`src/rtl/timestamp_gen.sv`:
```
// timestamp_gen: mission-elapsed-time counter with prescaler, preload,
// wrap/saturate at full scale, rollover pulse + sticky flag, and a
// snapshot register with valid/ack handshake and drop indication.
module timestamp_gen #(
  parameter int unsigned WIDTH     = 24,
  parameter int unsigned PRESCALE  = 1,
  parameter bit          WRAP_MODE = 1'b1
) (
  input  logic             CLK,
  input  logic             RESET_N,
  input  logic             TICK_EN,
  input  logic             LOAD,
  input  logic [WIDTH-1:0] LOAD_VALUE,
  input  logic             SNAP_REQ,
  input  logic             SNAP_ACK,
  output logic [WIDTH-1:0] TIMESTAMP,
  output logic             ROLLOVER,
  output logic             OVF_STICKY,
  output logic [WIDTH-1:0] SNAP_VALUE,
  output logic             SNAP_VALID,
  output logic             SNAP_DROP
);

  // Prescaler width: ceil(log2(PRESCALE)), never below one bit.
  localparam int unsigned      PRE_W    = (PRESCALE > 32'd2) ? $clog2(PRESCALE) : 1;
  localparam logic [PRE_W-1:0] PRE_LAST = PRE_W'(PRESCALE - 32'd1);
  localparam logic [WIDTH-1:0] ALL_ONES = {WIDTH{1'b1}};

  logic [PRE_W-1:0] pre_cnt_r;
  logic [PRE_W-1:0] pre_cnt_nxt_s;
  logic             step_s;
  logic [WIDTH-1:0] ts_nxt_s;
  logic             roll_nxt_s;
  logic             sticky_nxt_s;
  logic [WIDTH-1:0] snap_val_nxt_s;
  logic             snap_valid_nxt_s;
  logic             snap_drop_nxt_s;

  // Prescaler and timestamp next-state: LOAD wins over STEP, STEP over hold.
  always_comb begin
    step_s        = 1'b0;
    pre_cnt_nxt_s = pre_cnt_r;
    ts_nxt_s      = TIMESTAMP;
    roll_nxt_s    = 1'b0;
    sticky_nxt_s  = OVF_STICKY;

    if (TICK_EN) begin
      if (pre_cnt_r == PRE_LAST) begin
        pre_cnt_nxt_s = '0;
        step_s        = 1'b1;
      end else begin
        pre_cnt_nxt_s = pre_cnt_r + PRE_W'(1);
      end
    end else begin
      pre_cnt_nxt_s = pre_cnt_r;
    end

    if (LOAD) begin
      // A coincident step is discarded; the prescaler restarts its period.
      pre_cnt_nxt_s = '0;
      ts_nxt_s      = LOAD_VALUE;
      sticky_nxt_s  = 1'b0;
      roll_nxt_s    = 1'b0;
    end else if (step_s) begin
      if (TIMESTAMP != ALL_ONES) begin
        ts_nxt_s = TIMESTAMP + WIDTH'(1);
      end else begin
        sticky_nxt_s = 1'b1;
        if (WRAP_MODE) begin
          ts_nxt_s   = '0;
          roll_nxt_s = 1'b1;
        end else begin
          // Saturated: report the overflow only the first time.
          ts_nxt_s   = ALL_ONES;
          roll_nxt_s = ~OVF_STICKY;
        end
      end
    end else begin
      ts_nxt_s = TIMESTAMP;
    end
  end

  // Snapshot handshake next-state; captures the pre-update timestamp.
  always_comb begin
    snap_val_nxt_s   = SNAP_VALUE;
    snap_valid_nxt_s = SNAP_VALID;
    snap_drop_nxt_s  = 1'b0;
    if (SNAP_REQ && (!SNAP_VALID || SNAP_ACK)) begin
      snap_val_nxt_s   = TIMESTAMP;
      snap_valid_nxt_s = 1'b1;
    end else if (SNAP_REQ) begin
      // Unacknowledged capture still pending: refuse and flag it.
      snap_drop_nxt_s = 1'b1;
    end else if (SNAP_ACK) begin
      snap_valid_nxt_s = 1'b0;
    end else begin
      snap_valid_nxt_s = SNAP_VALID;
    end
  end

  // State and output registers; reset clears everything including the prescaler.
  always_ff @(posedge CLK or negedge RESET_N) begin
    if (!RESET_N) begin
      pre_cnt_r  <= '0;
      TIMESTAMP  <= '0;
      ROLLOVER   <= 1'b0;
      OVF_STICKY <= 1'b0;
      SNAP_VALUE <= '0;
      SNAP_VALID <= 1'b0;
      SNAP_DROP  <= 1'b0;
    end else begin
      pre_cnt_r  <= pre_cnt_nxt_s;
      TIMESTAMP  <= ts_nxt_s;
      ROLLOVER   <= roll_nxt_s;
      OVF_STICKY <= sticky_nxt_s;
      SNAP_VALUE <= snap_val_nxt_s;
      SNAP_VALID <= snap_valid_nxt_s;
      SNAP_DROP  <= snap_drop_nxt_s;
    end
  end

endmodule

```
`config.mk`:
```
export PLATFORM = sky130hd
export DESIGN_NAME = timestamp_gen
export DESIGN_NICKNAME = d
export VERILOG_FILES = /design/src/rtl/timestamp_gen.sv
export SDC_FILE = /design/constraint.sdc
export NUM_CORES = 1
export LEC_CHECK = 0
export ABC_CLOCK_PERIOD_IN_PS = 2500
export CORE_AREA = 5 5 81 83
export DETAILED_ROUTE_END_ITERATION = 8
export DIE_AREA = 0 0 86 88
export GPL_ROUTABILITY_DRIVEN = 0
export GPL_TIMING_DRIVEN = 0
export PLACE_DENSITY = 0.78
export SYNTH_ARGS = -nofsm -noshare
export SYNTH_HDL_FRONTEND = slang
export SYNTH_SLANG_ARGS = --single-unit
```
`constraint.sdc`:
```
create_clock -name CLK -period 2.5 [get_ports CLK]
set_input_delay 0.75 -clock CLK [delete_from_list [all_inputs] [get_ports CLK]]
set_output_delay 0.75 -clock CLK [all_outputs]
set_load 0.02 [all_outputs]
```
==> results.ini <==
[setup_path]
cp-start-kind = input pin
cp_slowest_cell = clkdlybuf4s50_1
endpoint_kind = flop
crit_top_cell = clkbuf_1
critPathRequiredTime_ns = 2.67
crit_arrival_ns = 2.54
critical_path_class = input pin to flop
critPathLaunch = LOAD
crit_path_cell_trace = clkdlybuf4s50_1 -> clkbuf_1 -> clkbuf_1 -> o21ai_0
reg2reg_from = TIMESTAMP[4]$_DFFE_PN0P_
slowest_delay_ns = 0.70
cp_max_fo = 10

[timing]
fmaxAchievable_mhz = 421
rsz0062_at_grt = no
fin_skew_ns = 0.00648
hold_slack_ns = 0.426
final.setup.tns_ns = 0
relSlewSlack = 0.616
finalHoldViolCount = 0
timing.final.crit_share = 0.950
fin_crit_ns = 2.37
setup_viol = 0
slew_violations = 0
fin_ws_ns = 0.125
tightest_slew_ns = 0.576

[routing]
drtIter0Drc = 232
drc_errors = 0
drt.antenna.violating_nets = 0
post_drt_via_cell_ratio = 5.61
wl_per_cell_um = 16.6
routed_wirelength_mm = 6.86
dr.pass1.iters = 4
vias = 2318

[die]
core_area_um2 = 5780
floorplan.initialDensity = 0.444
die_area_um2 = 7570
row_count = 28
die_y_um = 88
die_x_um = 86
io_pins = 82

[status]
outcome = finished clean

[power]
powerDensity_nw_per_um2 = 616
ir_drop_uv = 411
power_mw = 2.21
p_leak_nw = 1.38

[synth]
netlist.area_leader.share = 0.507
syn_nets = 280
synth.distinct_cells = 40
synthCells = 249
synth_common_cells = dfrtp_1, nand2_1, mux2_2
synthTopCellsByArea = dfrtp_1, mux2_2, nand2_1
ys_ff_latch = 52
seq_area_frac_synth = 0.507
yosys.area.top_type = dfrtp_1
synth-edff-count = 0
avgSynthCellArea_um2 = 10.3
syn_area_um2 = 2570
yosys_most_used_dff = dfrtp_1
yosysWarnings = 0
yosys.cell_count.top_type = dfrtp_1
synth-async-reset-ratio = 1.00

[global_route]
grt_max_degree = 31
grt_remaining_overflow = 0
grt_antenna_before_repair = 0
grt_pass1_wl_mm = 11.4
grt_usage = 0.190
grt_pass1_vias = 2377

[cts]
cts_made_buffers = 5
root_buffer = clkbuf_8
cts_tree = done
htree_levels = 2
post_cts_buffers = 0
ctsHoldBuffers = 0
clock_latency_ns = 0.31
cts_resized = 0
clk_pin_slew_ns = 0.09
cts.sinks = 52
cts_buffer_depth = 2

[cells_and_area]
antenna_cells = 0
finish.instance_area_um2 = 3580
synthToLayoutAreaGrowth_pct = 39.6
nets = 369
layoutNonFillerInstCount = 413
fin_util = 0.620
drive_gt1_frac = 0.107

[placement]
placedCellCount = 406
post-place-ws_ns = -0.146
dp_hpwl_mm = 5.11
port-buffer-count = 81
place_area_um2 = 3490

[run]
drv_cap = 0

[hold_path]
hold_path.class = input pin to async pin

layout make-up:
type | count | area (um2)
Buffer | 12 | 53.8
Multi-Input combinational cell | 177 | 1180
Fill cell | 509 | 2200
Inverter | 8 | 30.0
Clock buffer | 7 | 96.3
Sequential cell | 52 | 1300
Tap cell | 75 | 93.8
Timing Repair Buffer | 82 | 826
report_power, final:
part / switching [mW] / internal, mW / leakage, nW
logic: 0.307 / 0.332 / 0.712
clock network: 0.272 / 0.247 / 0.0503
registers: 0.0990 / 0.949 / 0.615
total: 0.678 / 1.53 / 1.38
path summary, 6_finish.rpt:
check / to / slack (ns) / cells after the start
min in group CLK: SNAP_VALUE[16]$_DFFE_PN0P_ / 0.51 / 2
worst min register to register: SNAP_VALUE[16]$_DFFE_PN0P_ / 0.51 / 2
max in group asynchronous: TIMESTAMP[9]$_DFFE_PN0P_ / 1.53 / 2
worst min-delay path: SNAP_VALUE[18]$_DFFE_PN0P_ / 0.43 / 1
worst max register to register: TIMESTAMP[23]$_DFFE_PN0P_ / 0.19 / 7
worst max-delay path: TIMESTAMP[16]$_DFFE_PN0P_ / 0.13 / 4
critical path, delay by kind of cell:
family          cells  cell delay, ns
compound gates      1            0.18
buf+inv             3            1.60
layer usage:
layer	GRT usage	up-vias	wire length, um
li1	-	1107	-
met1	0.250	1099	2990
met2	0.310	98	3240
met3	0.0414	14	502
met4	0.0676	0	128
met5	0	-	0
state kept, by name, summed over array words and instances, names as in the netlist:
register and cells:
ROLLOVER 1, TIMESTAMP 24, SNAP_VALUE 24, SNAP_DROP 1, OVF_STICKY 1, SNAP_VALID 1
logic make-up (layout without fill, tap and decap cells):
family / Yosys count / count (layout) / synth area share
AND/OR/NAND/NOR: 90 / 90 / 0.183
AO/OA/AOI/OAI: 54 / 54 / 0.140
flip-flops: 52 / 52 / 0.507
multiplexers: 23 / 23 / 0.101
buffers and inverters: 20 / 109 / 0.0327
XOR/XNOR: 9 / 9 / 0.0307
adder cells (fa/ha/maj): 1 / 1 / 0.00487
cells in the final DEF, fill, tap and decap left out, types with 7 or more instances in the layout:
cell,count
a21oi_1,9
clkbuf_1,9
clkbuf_8,7
clkdlybuf4s50_1,80
dfrtp_1,52
inv_1,8
mux2_2,23
nand2_1,29
nand3_1,11
nand4_1,12
nor2_1,9
o21ai_0,15
Power figures use the tool's default switching activity.
